--- src/rtl/fv_mem_cntl_pkg.sv ---
// Shared constants and record types for the feature-vector memory controller
// and the blocks that talk to it.
package fv_mem_cntl_pkg;

  localparam int NUM_EDGE_PE = 4;
  localparam int FV_LINE_W   = 128;
  localparam int FV_DESC_W   = 12;
  localparam int EDGE_TW     = (NUM_EDGE_PE > 1) ? $clog2(NUM_EDGE_PE) : 1;

  // Descriptor as queued in the FV FIFO: [11:4] base line, [3:0] lines minus one.
  typedef struct packed {
    logic [FV_DESC_W-1:0] fv_addr;
    logic [EDGE_TW-1:0]   pe_tag;
    logic                 valid;
  } fv_desc_t;

  typedef struct packed {
    logic                 valid;
    logic [EDGE_TW-1:0]   tag;
    logic                 last;
    logic [FV_LINE_W-1:0] data;
  } pe_out_t;

endpackage

--- src/rtl/fv_mem_cntl_if.sv ---
// FIFO, SRAM and PE-side signals of the FV memory controller in one bundle.
// Handshake: a beat moves on a rising clk edge where pe_valid and pe_ready[pe_tag] are both 1; pe_valid/pe_data/pe_tag/pe_last hold until then.
interface fv_mem_cntl_if
  import fv_mem_cntl_pkg::*;
#(
  parameter int NUM_PE = NUM_EDGE_PE,
  parameter int FV_W   = FV_LINE_W,
  parameter int AW     = 8
) ();

  localparam int TW = (NUM_PE > 1) ? $clog2(NUM_PE) : 1;

  logic                 fifo_empty;
  logic                 fifo_valid;
  logic [FV_DESC_W-1:0] fifo_fv_addr;
  logic [TW-1:0]        fifo_pe_tag;
  logic                 fifo_rinc;

  logic                 sram_cen;
  logic [AW-1:0]        sram_a;
  logic [FV_W-1:0]      sram_d;

  logic [NUM_PE-1:0]    pe_ready;
  logic                 pe_valid;
  logic [FV_W-1:0]      pe_data;
  logic [TW-1:0]        pe_tag;
  logic                 pe_last;

  logic                 busy;

  // Controller side.
  modport master (
    input  fifo_empty, fifo_valid, fifo_fv_addr, fifo_pe_tag, sram_d, pe_ready,
    output fifo_rinc, sram_cen, sram_a, pe_valid, pe_data, pe_tag, pe_last, busy
  );

  // FIFO / SRAM / PE side.
  modport slave (
    output fifo_empty, fifo_valid, fifo_fv_addr, fifo_pe_tag, sram_d, pe_ready,
    input  fifo_rinc, sram_cen, sram_a, pe_valid, pe_data, pe_tag, pe_last, busy
  );

endinterface

--- src/rtl/fv_mem_cntl.sv ---
// Pops FV descriptors, reads their SRAM lines one at a time and streams each
// line to the tagged edge PE with a held valid/ready beat.
module fv_mem_cntl
  import fv_mem_cntl_pkg::*;
#(
  parameter int NUM_PE = NUM_EDGE_PE,
  parameter int FV_W   = FV_LINE_W,
  parameter int AW     = 8
) (
  input  logic          clk,
  input  logic          reset,
  fv_mem_cntl_if.master bus,
  output logic [2:0]    dbg_state_o
);

  localparam int TW = (NUM_PE > 1) ? $clog2(NUM_PE) : 1;

  typedef enum logic [2:0] {
    S_IDLE = 3'd0,
    S_POP  = 3'd1,
    S_CAPT = 3'd2,
    S_RD   = 3'd3,
    S_RSP  = 3'd4,
    S_HOLD = 3'd5
  } state_e;

  state_e          state_q;
  logic [AW-1:0]   base_q;
  logic [3:0]      len_q;
  logic [3:0]      cnt_q;
  logic [TW-1:0]   tag_q;

  logic            fifo_rinc_q;
  logic            sram_cen_q;
  logic [AW-1:0]   sram_a_q;
  logic            pe_valid_q;
  logic [FV_W-1:0] pe_data_q;
  logic [TW-1:0]   pe_tag_q;
  logic            pe_last_q;
  logic            busy_q;

  logic            hs;
  logic [3:0]      cnt_nxt;
  logic [AW-1:0]   desc_base;

  assign hs        = pe_valid_q & bus.pe_ready[tag_q];
  assign cnt_nxt   = cnt_q + 4'd1;
  assign desc_base = AW'(bus.fifo_fv_addr[11:4]);

  // Outputs are registered alongside the state so each one is a plain flop;
  // address arithmetic is AW bits wide so the last line wraps to line 0.
  always_ff @(posedge clk) begin
    if (!reset) begin
      state_q     <= S_IDLE;
      base_q      <= '0;
      len_q       <= '0;
      cnt_q       <= '0;
      tag_q       <= '0;
      fifo_rinc_q <= 1'b0;
      sram_cen_q  <= 1'b0;
      sram_a_q    <= '0;
      pe_valid_q  <= 1'b0;
      pe_data_q   <= '0;
      pe_tag_q    <= '0;
      pe_last_q   <= 1'b0;
      busy_q      <= 1'b0;
    end else begin
      fifo_rinc_q <= 1'b0;
      sram_cen_q  <= 1'b0;
      sram_a_q    <= '0;
      case (state_q)
        S_IDLE: begin
          if (!bus.fifo_empty) begin
            state_q     <= S_POP;
            fifo_rinc_q <= 1'b1;
            busy_q      <= 1'b1;
          end
        end
        S_POP: begin
          state_q <= S_CAPT;
        end
        S_CAPT: begin
          if (bus.fifo_valid) begin
            base_q     <= desc_base;
            len_q      <= bus.fifo_fv_addr[3:0];
            tag_q      <= bus.fifo_pe_tag;
            cnt_q      <= '0;
            sram_cen_q <= 1'b1;
            sram_a_q   <= desc_base;
            state_q    <= S_RD;
          end else begin
            state_q <= S_IDLE;
            busy_q  <= 1'b0;
          end
        end
        S_RD: begin
          state_q <= S_RSP;
        end
        S_RSP: begin
          pe_valid_q <= 1'b1;
          pe_data_q  <= bus.sram_d;
          pe_tag_q   <= tag_q;
          pe_last_q  <= (cnt_q == len_q);
          state_q    <= S_HOLD;
        end
        S_HOLD: begin
          if (hs) begin
            pe_valid_q <= 1'b0;
            if (pe_last_q) begin
              state_q <= S_IDLE;
              busy_q  <= 1'b0;
            end else begin
              cnt_q      <= cnt_nxt;
              sram_cen_q <= 1'b1;
              sram_a_q   <= base_q + AW'(cnt_nxt);
              state_q    <= S_RD;
            end
          end
        end
        default: begin
          state_q <= S_IDLE;
          busy_q  <= 1'b0;
        end
      endcase
    end
  end

  assign bus.fifo_rinc = fifo_rinc_q;
  assign bus.sram_cen  = sram_cen_q;
  assign bus.sram_a    = sram_a_q;
  assign bus.pe_valid  = pe_valid_q;
  assign bus.pe_data   = pe_data_q;
  assign bus.pe_tag    = pe_tag_q;
  assign bus.pe_last   = pe_last_q;
  assign bus.busy      = busy_q;
  assign dbg_state_o   = state_q;

  // A stalled beat never changes, and SRAM reads never overlap.
  a_hold_stable: assert property (@(posedge clk) disable iff (!reset)
    (pe_valid_q && !hs) |=> (pe_valid_q && $stable(pe_data_q)));
  a_one_read: assert property (@(posedge clk) disable iff (!reset)
    sram_cen_q |=> !sram_cen_q);

endmodule

--- src/flat_wrapper.sv ---
// flat-port wrapper written by rule: the top's interface ports become plain ports
module fv_mem_cntl_flat import fv_mem_cntl_pkg::*;
#(
  parameter int NUM_PE = NUM_EDGE_PE,
  parameter int FV_W   = FV_LINE_W,
  parameter int AW     = 8
)
  (clk, reset, dbg_state_o, bus_fifo_empty, bus_fifo_valid, bus_fifo_fv_addr, bus_fifo_pe_tag, bus_sram_d, bus_pe_ready, bus_fifo_rinc, bus_sram_cen, bus_sram_a, bus_pe_valid, bus_pe_data, bus_pe_tag, bus_pe_last, bus_busy);
  fv_mem_cntl_if #(.NUM_PE(NUM_PE), .FV_W(FV_W), .AW(AW)) bus_i ();
  input  logic clk;
  input  logic reset;
  output logic [2:0] dbg_state_o;
  input wire logic [$bits(bus_i.fifo_empty)-1:0] bus_fifo_empty;
  input wire logic [$bits(bus_i.fifo_valid)-1:0] bus_fifo_valid;
  input wire logic [$bits(bus_i.fifo_fv_addr)-1:0] bus_fifo_fv_addr;
  input wire logic [$bits(bus_i.fifo_pe_tag)-1:0] bus_fifo_pe_tag;
  input wire logic [$bits(bus_i.sram_d)-1:0] bus_sram_d;
  input wire logic [$bits(bus_i.pe_ready)-1:0] bus_pe_ready;
  output wire logic [$bits(bus_i.fifo_rinc)-1:0] bus_fifo_rinc;
  output wire logic [$bits(bus_i.sram_cen)-1:0] bus_sram_cen;
  output wire logic [$bits(bus_i.sram_a)-1:0] bus_sram_a;
  output wire logic [$bits(bus_i.pe_valid)-1:0] bus_pe_valid;
  output wire logic [$bits(bus_i.pe_data)-1:0] bus_pe_data;
  output wire logic [$bits(bus_i.pe_tag)-1:0] bus_pe_tag;
  output wire logic [$bits(bus_i.pe_last)-1:0] bus_pe_last;
  output wire logic [$bits(bus_i.busy)-1:0] bus_busy;
  assign bus_i.fifo_empty = bus_fifo_empty;
  assign bus_i.fifo_valid = bus_fifo_valid;
  assign bus_i.fifo_fv_addr = bus_fifo_fv_addr;
  assign bus_i.fifo_pe_tag = bus_fifo_pe_tag;
  assign bus_i.sram_d = bus_sram_d;
  assign bus_i.pe_ready = bus_pe_ready;
  assign bus_fifo_rinc = bus_i.fifo_rinc;
  assign bus_sram_cen = bus_i.sram_cen;
  assign bus_sram_a = bus_i.sram_a;
  assign bus_pe_valid = bus_i.pe_valid;
  assign bus_pe_data = bus_i.pe_data;
  assign bus_pe_tag = bus_i.pe_tag;
  assign bus_pe_last = bus_i.pe_last;
  assign bus_busy = bus_i.busy;
  fv_mem_cntl #(.NUM_PE(NUM_PE), .FV_W(FV_W), .AW(AW)) u_core (.clk(clk), .reset(reset), .bus(bus_i), .dbg_state_o(dbg_state_o));
endmodule
--- config.mk ---
export PLATFORM = sky130hd
export DESIGN_NAME = fv_mem_cntl_flat
export DESIGN_NICKNAME = d
export VERILOG_FILES = /design/src/rtl/fv_mem_cntl_pkg.sv /design/src/rtl/fv_mem_cntl_if.sv /design/src/rtl/fv_mem_cntl.sv /design/src/flat_wrapper.sv
export SDC_FILE = /design/constraint.sdc
export NUM_CORES = 1
export LEC_CHECK = 0
export ABC_AREA = 1
export BUFFER_PORTS_ARGS = -buffer_cell sky130_fd_sc_hd__buf_2
export CELL_PAD_IN_SITES_DETAIL_PLACEMENT = 0
export CELL_PAD_IN_SITES_GLOBAL_PLACEMENT = 1
export CORE_MARGIN = 1
export CORE_UTILIZATION = 34
export CTS_CLUSTER_SIZE = 30
export DETAILED_ROUTE_END_ITERATION = 12
export GPL_ROUTABILITY_DRIVEN = 0
export GPL_TIMING_DRIVEN = 0
export PLACE_DENSITY = 0.9
export SYNTH_ARGS = -nofsm -noshare
export SYNTH_HDL_FRONTEND = slang
export SYNTH_SLANG_ARGS = --single-unit
export TNS_END_PERCENT = 10
--- constraint.sdc ---
create_clock -name clk -period 2.6 [get_ports clk]
set_clock_uncertainty 0.05 [all_clocks]
set_input_delay 0.52 -clock clk [delete_from_list [all_inputs] [get_ports clk]]
set_output_delay 0.52 -clock clk [all_outputs]
set_load 0.02 [all_outputs]
==> metrics.csv <==
metric,value,unit
port_buffers,295,
synth_edf_count,0,
cts-root-buf,clkbuf_16,
antenna_found_initial,2,
required,2.91,ns
cts_hold_repair.buffers,0,
ys_ff_latch,164,
grt_max_degree,17,
initial_core_util,0.351,
drt_iter0_drc,199,
rsz0062_at_grt,no,
dp_slack,0.573,ns
drtAntennaViolNets,0,
tns,0,ns
ctsHtreeMaxLevel,4,
setup_ws,0.622,ns
die_h,136,um
grt_overflow,0,
cts_buffers,17,
via_per_inst,4.56,
die_w,136,um
startpoint_type,flop,
worstMarginPinSlew,0.705,ns
synth_seq_area_share,0.535,
syn-mean-instance-area,7.77,sq um
power,5820,uW
cts_tree,yes,
powerDensity,686,nW/um^2
max_freq,506,MHz
syn_inst,790,
cts.clk_slew.worst_paths,0.07,ns
clk_latency,0.43,ns
wl,18.8,mm
grt_pass1_wl,28.3,mm
nFillCells,1797,
period_share,0.761,
post_drt_wl_per_cell,14.0,um
post_cts_buffers,0,
p_leak,0.00401,uW
worstSetupPathType,reg2reg,
drc_errors,0,
ios,296,
vias,6129,
grt_pass1_vias,5499,
nNetsFinal,1261,
utilization,0.485,
syn_nets,947,
yosysUniqueCellTypes,29,
slew_headroom,0.530,
hold_path.class,in2reg,
end_kind,flop,
ys_warn_count,0,
dieArea,18600,sq um
num_rows,48,
status,"complete, no violations",
clock_path_buffers,2,
core_area,17500,sq um
crit_arrival,2.29,ns
synthArstFlopShare,0,
ctsResizeCount,0,
syn-cell-area,6140,sq um
finalMaxSlewViolations,0,
dr.pass1.iters,5,
hold_viol_final,0,
irDropWorstVdd,0.000452,V
synth-main-ff-cell,dfxtp_1,
path_max_fanout,5,
finalSetupViolations,0,
min_period,1.98,ns
cap_violations,0,
dp_hpwl,14.2,mm
syn_to_final_growth,38.1,%
grt_usage,0.199,
clkSinkCount,164,
drive_gt1_frac,0.329,
[power by group]
group / leakage, uW / total (uW) / internal, uW / switching (uW)
clock: 0.000283 / 2510 / 1420 / 1080
sequential: 0.00132 / 2660 / 2600 / 56.7
combinational: 0.00241 / 650 / 262 / 388
total: 0.00401 / 5820 / 4290 / 1530
[Yosys cell counts (3+ instances only)]
master / count / area [sq um]
inv_1: 21 / 78.8
a21oi_1: 28 / 140
nand3_1: 25 / 125
o21ai_1: 17 / 85.1
xnor2_1: 6 / 52.6
dfxtp_1: 164 / 3280
nand2_1: 63 / 236
buf_2: 17 / 85.1
buf_4: 3 / 22.5
buf_6: 7 / 78.8
ha_1: 6 / 75.1
nand4_1: 3 / 18.8
o21ai_0: 117 / 586
nand2_4: 3 / 33.8
nor2_1: 270 / 1010
clkbuf_1: 20 / 75.1
[critical path, stage by stage (launching register included)]
cell and delay [ns]:
dfxtp_1 0.44, ha_1 0.20, xor2_1 0.26, ha_1 0.32, nand3_1 0.09, nand3_1 0.11, nand2_1 0.12, nand2_1 0.06
nand2_1 0.05, nand3_1 0.07, a21oi_1 0.13
[layout make-up]
cell class,instances,area (sq um),area share
antenna,1,2.50,0.000295
clock inverter,15,156,0.0184
timing repair buffer,295,1480,0.174
buffer,48,267,0.0314
sequential,164,3280,0.387
inverter,26,103,0.0121
tap,225,282,0.0332
clock buffer,17,425,0.0501
multi-input combinational,552,2490,0.293
[worst paths after layout]
kind                                                    from                         endpoint  slack [ns]  cells past startpoint
worst max-delay path            u_core.cnt_q[0]$_SDFFE_PN0P_  u_core.bus.sram_a[7]$_SDFF_PN0_        0.62                     10
worst min register to register  u_core.bus.busy$_SDFFE_PN0P_     u_core.bus.busy$_SDFFE_PN0P_        0.42                      2
worst min-delay path                          bus_fifo_empty  u_core.bus.fifo_rinc$_SDFF_PN0_        0.22                      2
worst max register to register  u_core.cnt_q[0]$_SDFFE_PN0P_  u_core.bus.sram_a[7]$_SDFF_PN0_        0.62                     10
[placed cells by master (no fill, tap or decap), drive strengths merged, types with 2 or more instances in the layout]
cell type  netlist  layout
buf             27     322
nor2           272     272
a31oi            2       2
nand4            3       3
o21ai          134     134
nand2           67      67
clkinv           1       7
nand3           27      27
dfxtp          164     164
xor2             2       2
ha               6       6
bufinv           0       2
inv             25      29
nor3             2       2
xnor2            6       6
a21oi           28      28
clkbuf          21      38
clkinvlp         0       3
[metal layers]
metal | vias to the layer above | global-route usage | wire length (um)
li1 | 3165 | - | -
met1 | 2727 | 0.232 | 7930
met2 | 201 | 0.341 | 9160
met3 | 32 | 0.0574 | 1330
met4 | 4 | 0.0765 | 381
met5 | - | 0 | 29
[registers in the layout, summed over array words and instances (netlist names)]
name	count
u_core.len_q	4
u_core.dbg_state_o	3
u_core.bus.pe_tag	2
u_core.bus.pe_last	1
u_core.bus.sram_a	8
u_core.tag_q	2
u_core.bus.pe_valid	1
u_core.bus.fifo_rinc	1
u_core.base_q	8
u_core.bus.pe_data	128
u_core.bus.sram_cen	1
u_core.cnt_q	4
u_core.bus.busy	1
[metrics by stage]
stage / cells / area, sq um / hold WS, ns
finish: 1343 / 8480 / 0.220
global route: 1342 / 8480 / 0.226
CTS: 1342 / 8480 / 0.209
detailed placement: 1310 / 7900 / 0.408
global placement: 1310 / 7900 / 0.407
floorplan: 790 / 6140 / 0.398
[cells by family (layout without fill, tap and decap cells)]
family,Yosys count,count (layout),synth area share
and+or+nand+nor,373,373,0.244
DFF,164,164,0.535
AOI/OAI and AO/OA,164,164,0.134
xor gates and xnor gates,8,8,0.0114
buffers and inverters,74,401,0.0601
adders and majority gates,7,7,0.0155
other,0,1,0
Note: power is estimated with default switching activity, not from simulation.
